--- src/rtl/evt_sched_pkg.sv ---
// Shared types and helpers for the windowed event-rate scheduler.
package evt_sched_pkg;

    typedef enum logic [0:0] {
        IDLE,
        SEND
    } sched_state_t;

    // Counts up by one unless already at max_val. Widths up to 32 bits are supported.
    function automatic logic [31:0] sat_inc(input logic [31:0] val,
                                            input logic        inc,
                                            input logic [31:0] max_val);
        logic [31:0] res;
        res = val;
        if (inc && (val != max_val)) begin
            res = val + 32'd1;
        end
        return res;
    endfunction

endpackage

--- src/rtl/evt_sat_counter.sv ---
// One channel of the scheduler: a saturating event counter with a sticky saturation flag.
// The snapshot outputs already include the current cycle's event so a tick-cycle event lands
// in the closing window.
module evt_sat_counter
    import evt_sched_pkg::*;
#(
    parameter int unsigned COUNT_W = 16
) (
    input  logic               clk_in,
    input  logic               rst_in,
    input  logic               enable_in,
    input  logic               evt_in,
    input  logic               clear_in,
    output logic [COUNT_W-1:0] snap_cnt_out,
    output logic               snap_sat_out
);

    localparam logic [31:0] MAX_CNT = 32'((64'd1 << COUNT_W) - 64'd1);

    logic [COUNT_W-1:0] cnt_q, cnt_d;
    logic               sat_q, sat_d;

    always_comb begin
        snap_cnt_out = cnt_q;
        snap_sat_out = sat_q;
        if (enable_in) begin
            snap_cnt_out = COUNT_W'(sat_inc(32'(cnt_q), evt_in, MAX_CNT));
            snap_sat_out = sat_q | (evt_in && (32'(cnt_q) == MAX_CNT));
        end

        cnt_d = snap_cnt_out;
        sat_d = snap_sat_out;
        if (!enable_in || clear_in) begin
            cnt_d = '0;
            sat_d = 1'b0;
        end
    end

    always_ff @(posedge clk_in) begin
        if (rst_in) begin
            cnt_q <= '0;
            sat_q <= 1'b0;
        end else begin
            cnt_q <= cnt_d;
            sat_q <= sat_d;
        end
    end

endmodule

--- src/rtl/evt_window_sched.sv ---
// Window timer, per-channel counters, snapshot shadow registers and the report-burst FSM.
// Every window boundary snapshots all channels and streams them out as (chan, count) beats.
module evt_window_sched
    import evt_sched_pkg::*;
#(
    parameter int unsigned N_CH          = 4,
    parameter int unsigned WINDOW_CYCLES = 100_000,
    parameter int unsigned COUNT_W       = 16
) (
    input  logic                    clk_in,
    input  logic                    rst_in,
    input  logic                    enable_in,
    input  logic [N_CH-1:0]         evt_in,
    input  logic                    rpt_ready_in,
    output logic                    rpt_valid_out,
    output logic [$clog2(N_CH)-1:0] rpt_chan_out,
    output logic [COUNT_W-1:0]      rpt_count_out,
    output logic                    rpt_sat_out,
    output logic                    rpt_last_out,
    output logic                    overrun_out
);

    localparam int unsigned          CH_W      = $clog2(N_CH);
    localparam int unsigned          TIMER_W   = $clog2(WINDOW_CYCLES);
    localparam logic [TIMER_W-1:0]   TIMER_MAX = TIMER_W'(WINDOW_CYCLES - 1);
    localparam logic [CH_W-1:0]      LAST_CH   = CH_W'(N_CH - 1);

    logic [TIMER_W-1:0]               timer_q, timer_d;
    sched_state_t                     state_q, state_d;
    logic [CH_W-1:0]                  idx_q, idx_d;
    logic [N_CH-1:0][COUNT_W-1:0]     shadow_cnt_q, shadow_cnt_d;
    logic [N_CH-1:0]                  shadow_sat_q, shadow_sat_d;
    logic                             overrun_q, overrun_d;
    logic                             rpt_valid_q, rpt_valid_d;
    logic [CH_W-1:0]                  rpt_chan_q, rpt_chan_d;
    logic [COUNT_W-1:0]               rpt_count_q, rpt_count_d;
    logic                             rpt_sat_q, rpt_sat_d;
    logic                             rpt_last_q, rpt_last_d;

    logic                             tick;
    logic [N_CH-1:0][COUNT_W-1:0]     snap_cnt;
    logic [N_CH-1:0]                  snap_sat;

    assign tick = enable_in && (timer_q == TIMER_MAX);

    for (genvar g = 0; g < N_CH; g++) begin : g_ch
        evt_sat_counter #(
            .COUNT_W (COUNT_W)
        ) u_cnt (
            .clk_in       (clk_in),
            .rst_in       (rst_in),
            .enable_in    (enable_in),
            .evt_in       (evt_in[g]),
            .clear_in     (tick),
            .snap_cnt_out (snap_cnt[g]),
            .snap_sat_out (snap_sat[g])
        );
    end

    always_comb begin
        timer_d = '0;
        if (enable_in && (timer_q != TIMER_MAX)) begin
            timer_d = timer_q + TIMER_W'(1);
        end
    end

    always_comb begin
        state_d      = state_q;
        idx_d        = idx_q;
        shadow_cnt_d = shadow_cnt_q;
        shadow_sat_d = shadow_sat_q;
        overrun_d    = overrun_q;

        unique case (state_q)
            IDLE: begin
                if (tick) begin
                    shadow_cnt_d = snap_cnt;
                    shadow_sat_d = snap_sat;
                    idx_d        = '0;
                    state_d      = SEND;
                end
            end
            SEND: begin
                // A boundary mid-burst drops the new snapshot to keep the in-flight burst intact.
                if (tick) begin
                    overrun_d = 1'b1;
                end
                if (rpt_ready_in) begin
                    if (idx_q == LAST_CH) begin
                        state_d = IDLE;
                    end else begin
                        idx_d = idx_q + CH_W'(1);
                    end
                end
            end
            default: state_d = IDLE;
        endcase

        rpt_valid_d = (state_d == SEND);
        rpt_chan_d  = '0;
        rpt_count_d = '0;
        rpt_sat_d   = 1'b0;
        rpt_last_d  = 1'b0;
        if (rpt_valid_d) begin
            rpt_chan_d  = idx_d;
            rpt_count_d = shadow_cnt_d[idx_d];
            rpt_sat_d   = shadow_sat_d[idx_d];
            rpt_last_d  = (idx_d == LAST_CH);
        end
    end

    always_ff @(posedge clk_in) begin
        if (rst_in) begin
            timer_q      <= '0;
            state_q      <= IDLE;
            idx_q        <= '0;
            shadow_cnt_q <= '0;
            shadow_sat_q <= '0;
            overrun_q    <= 1'b0;
            rpt_valid_q  <= 1'b0;
            rpt_chan_q   <= '0;
            rpt_count_q  <= '0;
            rpt_sat_q    <= 1'b0;
            rpt_last_q   <= 1'b0;
        end else begin
            timer_q      <= timer_d;
            state_q      <= state_d;
            idx_q        <= idx_d;
            shadow_cnt_q <= shadow_cnt_d;
            shadow_sat_q <= shadow_sat_d;
            overrun_q    <= overrun_d;
            rpt_valid_q  <= rpt_valid_d;
            rpt_chan_q   <= rpt_chan_d;
            rpt_count_q  <= rpt_count_d;
            rpt_sat_q    <= rpt_sat_d;
            rpt_last_q   <= rpt_last_d;
        end
    end

    assign rpt_valid_out = rpt_valid_q;
    assign rpt_chan_out  = rpt_chan_q;
    assign rpt_count_out = rpt_count_q;
    assign rpt_sat_out   = rpt_sat_q;
    assign rpt_last_out  = rpt_last_q;
    assign overrun_out   = overrun_q;

endmodule

--- config.mk ---
export PLATFORM = sky130hd
export DESIGN_NAME = evt_window_sched
export DESIGN_NICKNAME = d
export VERILOG_FILES = /design/src/rtl/evt_sched_pkg.sv /design/src/rtl/evt_sat_counter.sv /design/src/rtl/evt_window_sched.sv
export SDC_FILE = /design/constraint.sdc
export NUM_CORES = 1
export LEC_CHECK = 0
export ABC_AREA = 0
export ABC_CLOCK_PERIOD_IN_PS = 2400
export BUFFER_PORTS_ARGS = -buffer_cell sky130_fd_sc_hd__buf_2
export CORE_ASPECT_RATIO = 0.9
export CORE_MARGIN = 5
export CORE_UTILIZATION = 61
export DETAILED_ROUTE_END_ITERATION = 16
export PLACE_DENSITY = 0.79
export SLEW_MARGIN = 20
export SYNTH_ARGS = -nofsm -noshare
export SYNTH_HDL_FRONTEND = slang
export SYNTH_SLANG_ARGS = --single-unit
--- constraint.sdc ---
create_clock -name clk_in -period 2.4 [get_ports clk_in]
set_input_delay 0.12 -clock clk_in [delete_from_list [all_inputs] [get_ports clk_in]]
set_output_delay 0.12 -clock clk_in [all_outputs]
set_load 0.01 [all_outputs]
**Yosys cells after proc, flatten, opt, wreduce, memory -nomap -nowiden**

Index checks and enable logic that the tools add are counted.

- Bits in writable memories: 0
- Memories kept: 0
- ROM bits: 0
- Logic and storage cells: 91
- Latch bits: 0
- Output and inout port bits: 22
- Bits of input ports: 8
- Register bits after elaboration: 177

- Bitwise logic cells: 7
- Magnitude comparators: 1
- Shift-type cells: 0
- Reduce and logical (&&, ||, !) cells: 16
- Div/mod/pow operators: 0
- Eq/ne operators: 12
- Multiplexer cells: 28
- Add/sub/neg operators: 6
- Multipliers: 0

Operators by type and width:

| cell | number |
|---|---|
| $mux W16 | 9 |
| $mux W64 | 2 |
| $add A16 B1 Y16 const B | 4 |
| $eq A16 B16 Y1 const B | 4 |
| $ne A16 B16 Y1 const B | 4 |
| $bmux W16 S2 | 1 |
| $add A17 B1 Y17 const B | 1 |
| $eq A17 B17 Y1 const B | 1 |
| $ne A17 B17 Y1 const B | 1 |
| $logic_and A1 B1 Y1 | 10 |
| $mux W1 | 8 |
| $mux W4 | 2 |
| $mux W2 | 3 |
| $reduce_or A2 Y1 | 3 |
| $eq A2 B2 Y1 const B | 2 |
| $or A1 B1 Y1 | 4 |
| $pmux W2 S2 | 1 |
| $lt A2 B3 Y1 const B | 1 |
| $not A1 Y1 | 3 |
| $add A2 B1 Y2 const B | 1 |
| $bmux W1 S2 | 1 |
| $pmux W1 S2 | 1 |
| $reduce_and A2 Y1 | 1 |
| $logic_not A1 Y1 | 1 |
| $logic_or A1 B1 Y1 | 1 |

**Depth between registers and ports, before layout**

- Depth in word-level cells: 8
- Depth in mapped cells: 8
- Gate-level depth less buffers: 6

**Hierarchy**

From an unflattened synthesis, not the netlist that was laid out.

- Cell total of the unflattened synthesis: 1000
- Area, all modules: 8222.9 sq um

Modules (own cells, without submodules):

| module | area each (sq um) | sequential area each (sq um) | instances | cells an instance |
|---|---|---|---|---|
| evt_window_sched | 4384.2 | 2182.1 | 1 | 548 |
| evt_sat_counter | 959.7 | 340.3 | 4 | 113 |

**Least setup slack after synthesis**

Ideal clock, no wire load.

- Kind: register -> register
- Start point: register, netlist name rpt_valid_out
- End point: register rpt_count_q[10], in the netlist rpt_count_out[10]
- Arrival time: 1.826 ns
- Clock period less this slack: 1.956 ns
- Required time: 2.270 ns
- Path buffers: 2
- Library setup time: 0.130 ns
- Slack: 0.444 ns
- Stages on the path, launching flop included: 8
- Path through: dfxtp_1 clkbuf_1 nand4b_1 nand2_1 buf_1 mux2_2 a22oi_1 o211ai_1

RTL lines:

| element | RTL line | text |
|---|---|---|
| end signal, assigned | evt_window_sched.sv:134 | `rpt_count_q <= rpt_count_d;` |
| end, declared | evt_window_sched.sv:36 | `logic [COUNT_W-1:0] rpt_count_q, rpt_count_d;` |

**Final worst setup path**

- Start point: register timer_q[0]
- End point: register shadow_cnt_q[42] (netlist name)

- Cells in the longest elaborated chain, start to end: 4

Ends and longest elaborated chain:

| element | RTL line | text |
|---|---|---|
| start, declared | evt_window_sched.sv:28 | `logic [TIMER_W-1:0] timer_q, timer_d;` |
| start signal, assigned | evt_window_sched.sv:126 | `timer_q <= timer_d;` |
| $eq A17 B17 Y1 | evt_window_sched.sv:44 | `assign tick = enable_in && (timer_q == TIMER_MAX);` |
| $logic_and A1 B1 Y1 | evt_window_sched.sv:44 |  |
| $mux W64 | evt_window_sched.sv:76 | `if (tick) begin` |
| $mux W64 | evt_window_sched.sv:74 | `unique case (state_q)` |
| end signal, assigned | evt_window_sched.sv:129 | `shadow_cnt_q <= shadow_cnt_d;` |
| end, declared | evt_window_sched.sv:31 | `logic [N_CH-1:0][COUNT_W-1:0] shadow_cnt_q, shadow_cnt_d;` |

Every way passes these cells.
A chain may end at the register's enable or synchronous reset.

==> summary.md <==
| Metric | Value |
|---|---|
| CTS clk-pin slew, worst paths | `~0.07 ns` |
| Clk_skew | `0.00791 ns` |
| Placed cell areas | `8040 sq um` |
| GP Congestion | `~0.94` |
| TritonCTS clock tree | `yes` |
| Worst-path maximum fanout | `23` |
| Area delta synth->final | `14.7%` |
| Max-cap violation count | `0` |
| Hold Path Class | `in2reg` |
| GRT Util Overall | `approximately 28%` |
| Layout cells sized above 1 | `13.8%` |
| Final worst path period need | `2.32 ns` |
| Residual DRC count | `0` |
| Crit start category | `register` |
| Clk root buf | `clkbuf_16` |
| Peak VDD IR | `474 uV` |
| Outcome | `complete, no violations` |
| Initial antenna violation count | `0` |
| Diodes inserted | `0` |
| Hold Path Depth | `3` |
| Post-Syn Instances | `854` |
| Later-pin clock latency in the skew report | `0.43 ns` |
| Post-synth EDFFs | `0` |
| Die Wd | `about 130 um` |
| Core Region | `12100 sq um` |
| Starting Density | `62.8%` |
| Final nets | `899` |
| Worst Setup SP | `timer_q[0]` |
| Mean post-synth cell area | `8.91 sq um` |
| Synth Net Count | `between 800 and 900` |
| Post-synthesis async set-or-reset flop share | `0%` |
| GR Overflow Total | `0` |
| Largest net degree at the start of global routing | `58` |
| WP data arrival | `2.65 ns` |
| Dpl cells | `1027` |
| Final wirelength | `19900 um` |
| DR vias | `6633` |
| CTS Sinks | `about 180` |
| CP endpoint kind | `register` |
| Die Y | `116 um` |
| Vias in the first global route | `6376` |
| Final Slew Violations | `0` |
| CTS Buffer Depth | `2` |
| Synth warn | `0` |
| Yosys cell types | `70` |
| PwrDens | `705 nW/um^2` |
| Crit share post-route | `96.8%` |
| Setup violations, final | `0` |
| Peak Freq | `431 MHz` |
| CTS HTree Levels | `4` |
| Dpl hpwl | `14000 um` |
| WL/cell | `18.8 um` |
| Detail Route Antenna Nets | `0` |
| CTS Buf Count | `17` |
| Std cell rows | `38` |
| Die Footprint | `14800 sq um` |
| Req. time, crit path | `2.73 ns` |
| R2R Path Start | `timer_q[0]` |
| Fin area | `8730 sq um` |
| Hold Vio Cnt, Final | `0` |
| First-pass GRT wire length | `32300 um` |
| Top_reg_cell synth | `dfxtp_1` |
| Iter 0 DRT Violations | `598` |
| HP Start | `enable_in` |
| Port buffer count | `29` |
| Worst-Margin Slew | `between 0.5 and 0.6 ns` |
| Slew HR | `60.3%` |
| RSZ-0062 raised after global routing | `false` |
| Register area share after synthesis | `46.6%` |
| Leak | `~2.9 nW` |
| R2R depth | `8` |
| Tot Pwr | `6.15 mW` |
| Fin cells | `1059` |
| Via/cell ratio | `roughly 6.3` |
| DR pass1 iterations | `5` |
| FF+latch count, synth | `177` |
| CP Class | `reg2reg` |
| Setup TNS | `0 ns` |
| Mapped cell area | `7610 sq um` |
| Ports | `30` |
Yosys cell counts (all sizes together) (14+ instances only):
cell	n	area share, %
a211oi	54	5.3
a21oi	15	0.99
buf	21	1.4
clkbuf	26	1.3
dfxtp	177	47
inv	15	0.74
mux2i	14	1.8
nand2	47	2.3
nand3	39	2.7
nand4	24	2.2
nor2	164	8.1
nor3	25	1.6
nor4	14	1.4
o21ai	16	1.1
xnor2	38	4.4
xor2	22	2.5
metrics by stage:
step	setup WS [ns]	utilization, %	hold WS (ns)
2_1_floorplan	0.444	-	0.344
3_5_place_dp	0.0491	66.3	0.453
3_3_place_gp	0.0955	66.3	0.439
4_1_cts	0.0867	71.9	0.0841
5_1_grt	0.0173	72.0	0.136
6_report	0.0771	72.0	0.0951
placed cells by master, fill, tap and decap left out, types with 9 or more instances in the layout:
| cell type | instances |
|---|---|
| inv_1 | 15 |
| a31oi_1 | 10 |
| nor2_1 | 163 |
| xnor2_1 | 38 |
| xor2_1 | 22 |
| nand3_1 | 37 |
| nand2_1 | 46 |
| nand4_1 | 21 |
| a21oi_1 | 14 |
| and3_1 | 10 |
| mux2i_1 | 14 |
| mux2_2 | 9 |
| buf_4 | 27 |
| nor3_1 | 25 |
| buf_2 | 29 |
| a211oi_1 | 54 |
| dfxtp_1 | 177 |
| nor4_1 | 12 |
| and4_1 | 10 |
| o211ai_1 | 9 |
| clkbuf_16 | 17 |
| o21ai_0 | 15 |
sequential cells by signal, indices dropped and copies added, names as in the netlist:
| signal | count |
|---|---|
| rpt_count_out | 16 |
| g_ch.u_cnt.cnt_q | 64 |
| rpt_valid_out | 1 |
| overrun_out | 1 |
| shadow_cnt_q | 64 |
| timer_q | 17 |
| rpt_sat_out | 1 |
| idx_q | 2 |
| rpt_last_out | 1 |
| shadow_sat_q | 4 |
| g_ch.u_cnt.sat_q | 4 |
| rpt_chan_out | 2 |
path summary, 6_finish.rpt:
check             slack, ns          endpoint
setup / recovery       0.08  shadow_cnt_q[42]
hold / removal          0.1       overrun_out
setup reg to reg       0.08  shadow_cnt_q[42]
hold reg to reg        0.46       overrun_out
timing repair:
item	CTS	global route
endpoints found under the hold margin	0	0
pin swaps	0	1
endpoints found under the setup margin	1	5
buffers inserted	0	0
hold buffers	0	0
gates resized for setup	1	5
layout make-up:
cell class / count / area [sq um]
multi-input combinational: 615 / 3830
sequential: 177 / 3540
fill: 917 / 3390
clock buffer: 18 / 439
timing repair buffer: 60 / 428
clock inverter: 14 / 228
tap: 160 / 200
inverter: 15 / 56.3
cells by family (layout without fill, tap and decap cells):
family	after synthesis	count (layout)	synth area share (%)
multiplexers	24	24	3.32
AO/OA/AOI/OAI	157	157	14.9
flip-flops	177	177	46.6
AND/OR/NAND/NOR	369	369	24.1
XOR/XNOR	60	60	6.90
adder cells (fa/ha/maj)	5	5	0.822
buffers and inverters	62	107	3.42
power by group:
group	switching [mW]	internal [mW]	total (mW)	leakage (nW)
Combinational	0.0825	0.0316	0.114	1.19
Clock	1.20	1.89	3.10	0.327
Sequential	0.00457	2.94	2.95	1.43
Total	1.29	4.87	6.15	2.94
layer usage:
layer | vias to the layer above | track usage (%) | wire, um | part of all wire, %
li1 | 3133 | - | - | -
met1 | 3183 | 36.4 | 8490 | 43
met2 | 268 | 45.1 | 9390 | 47
met3 | 49 | 5.85 | 1570 | 7.9
met4 | 0 | 10.7 | 493 | 2.5
met5 | - | 0 | 0 | 0
critical path, stage by stage, from the launching register on:
cell      delay [ns]
dfxtp_1         0.37
ha_1            0.21
and4_1          0.25
nand4b_1        0.23
buf_4           0.26
nor2_4          0.20
buf_4           0.32
nor2_1          0.09
a211oi_1        0.28
Note: power is estimated with default switching activity, not from simulation.
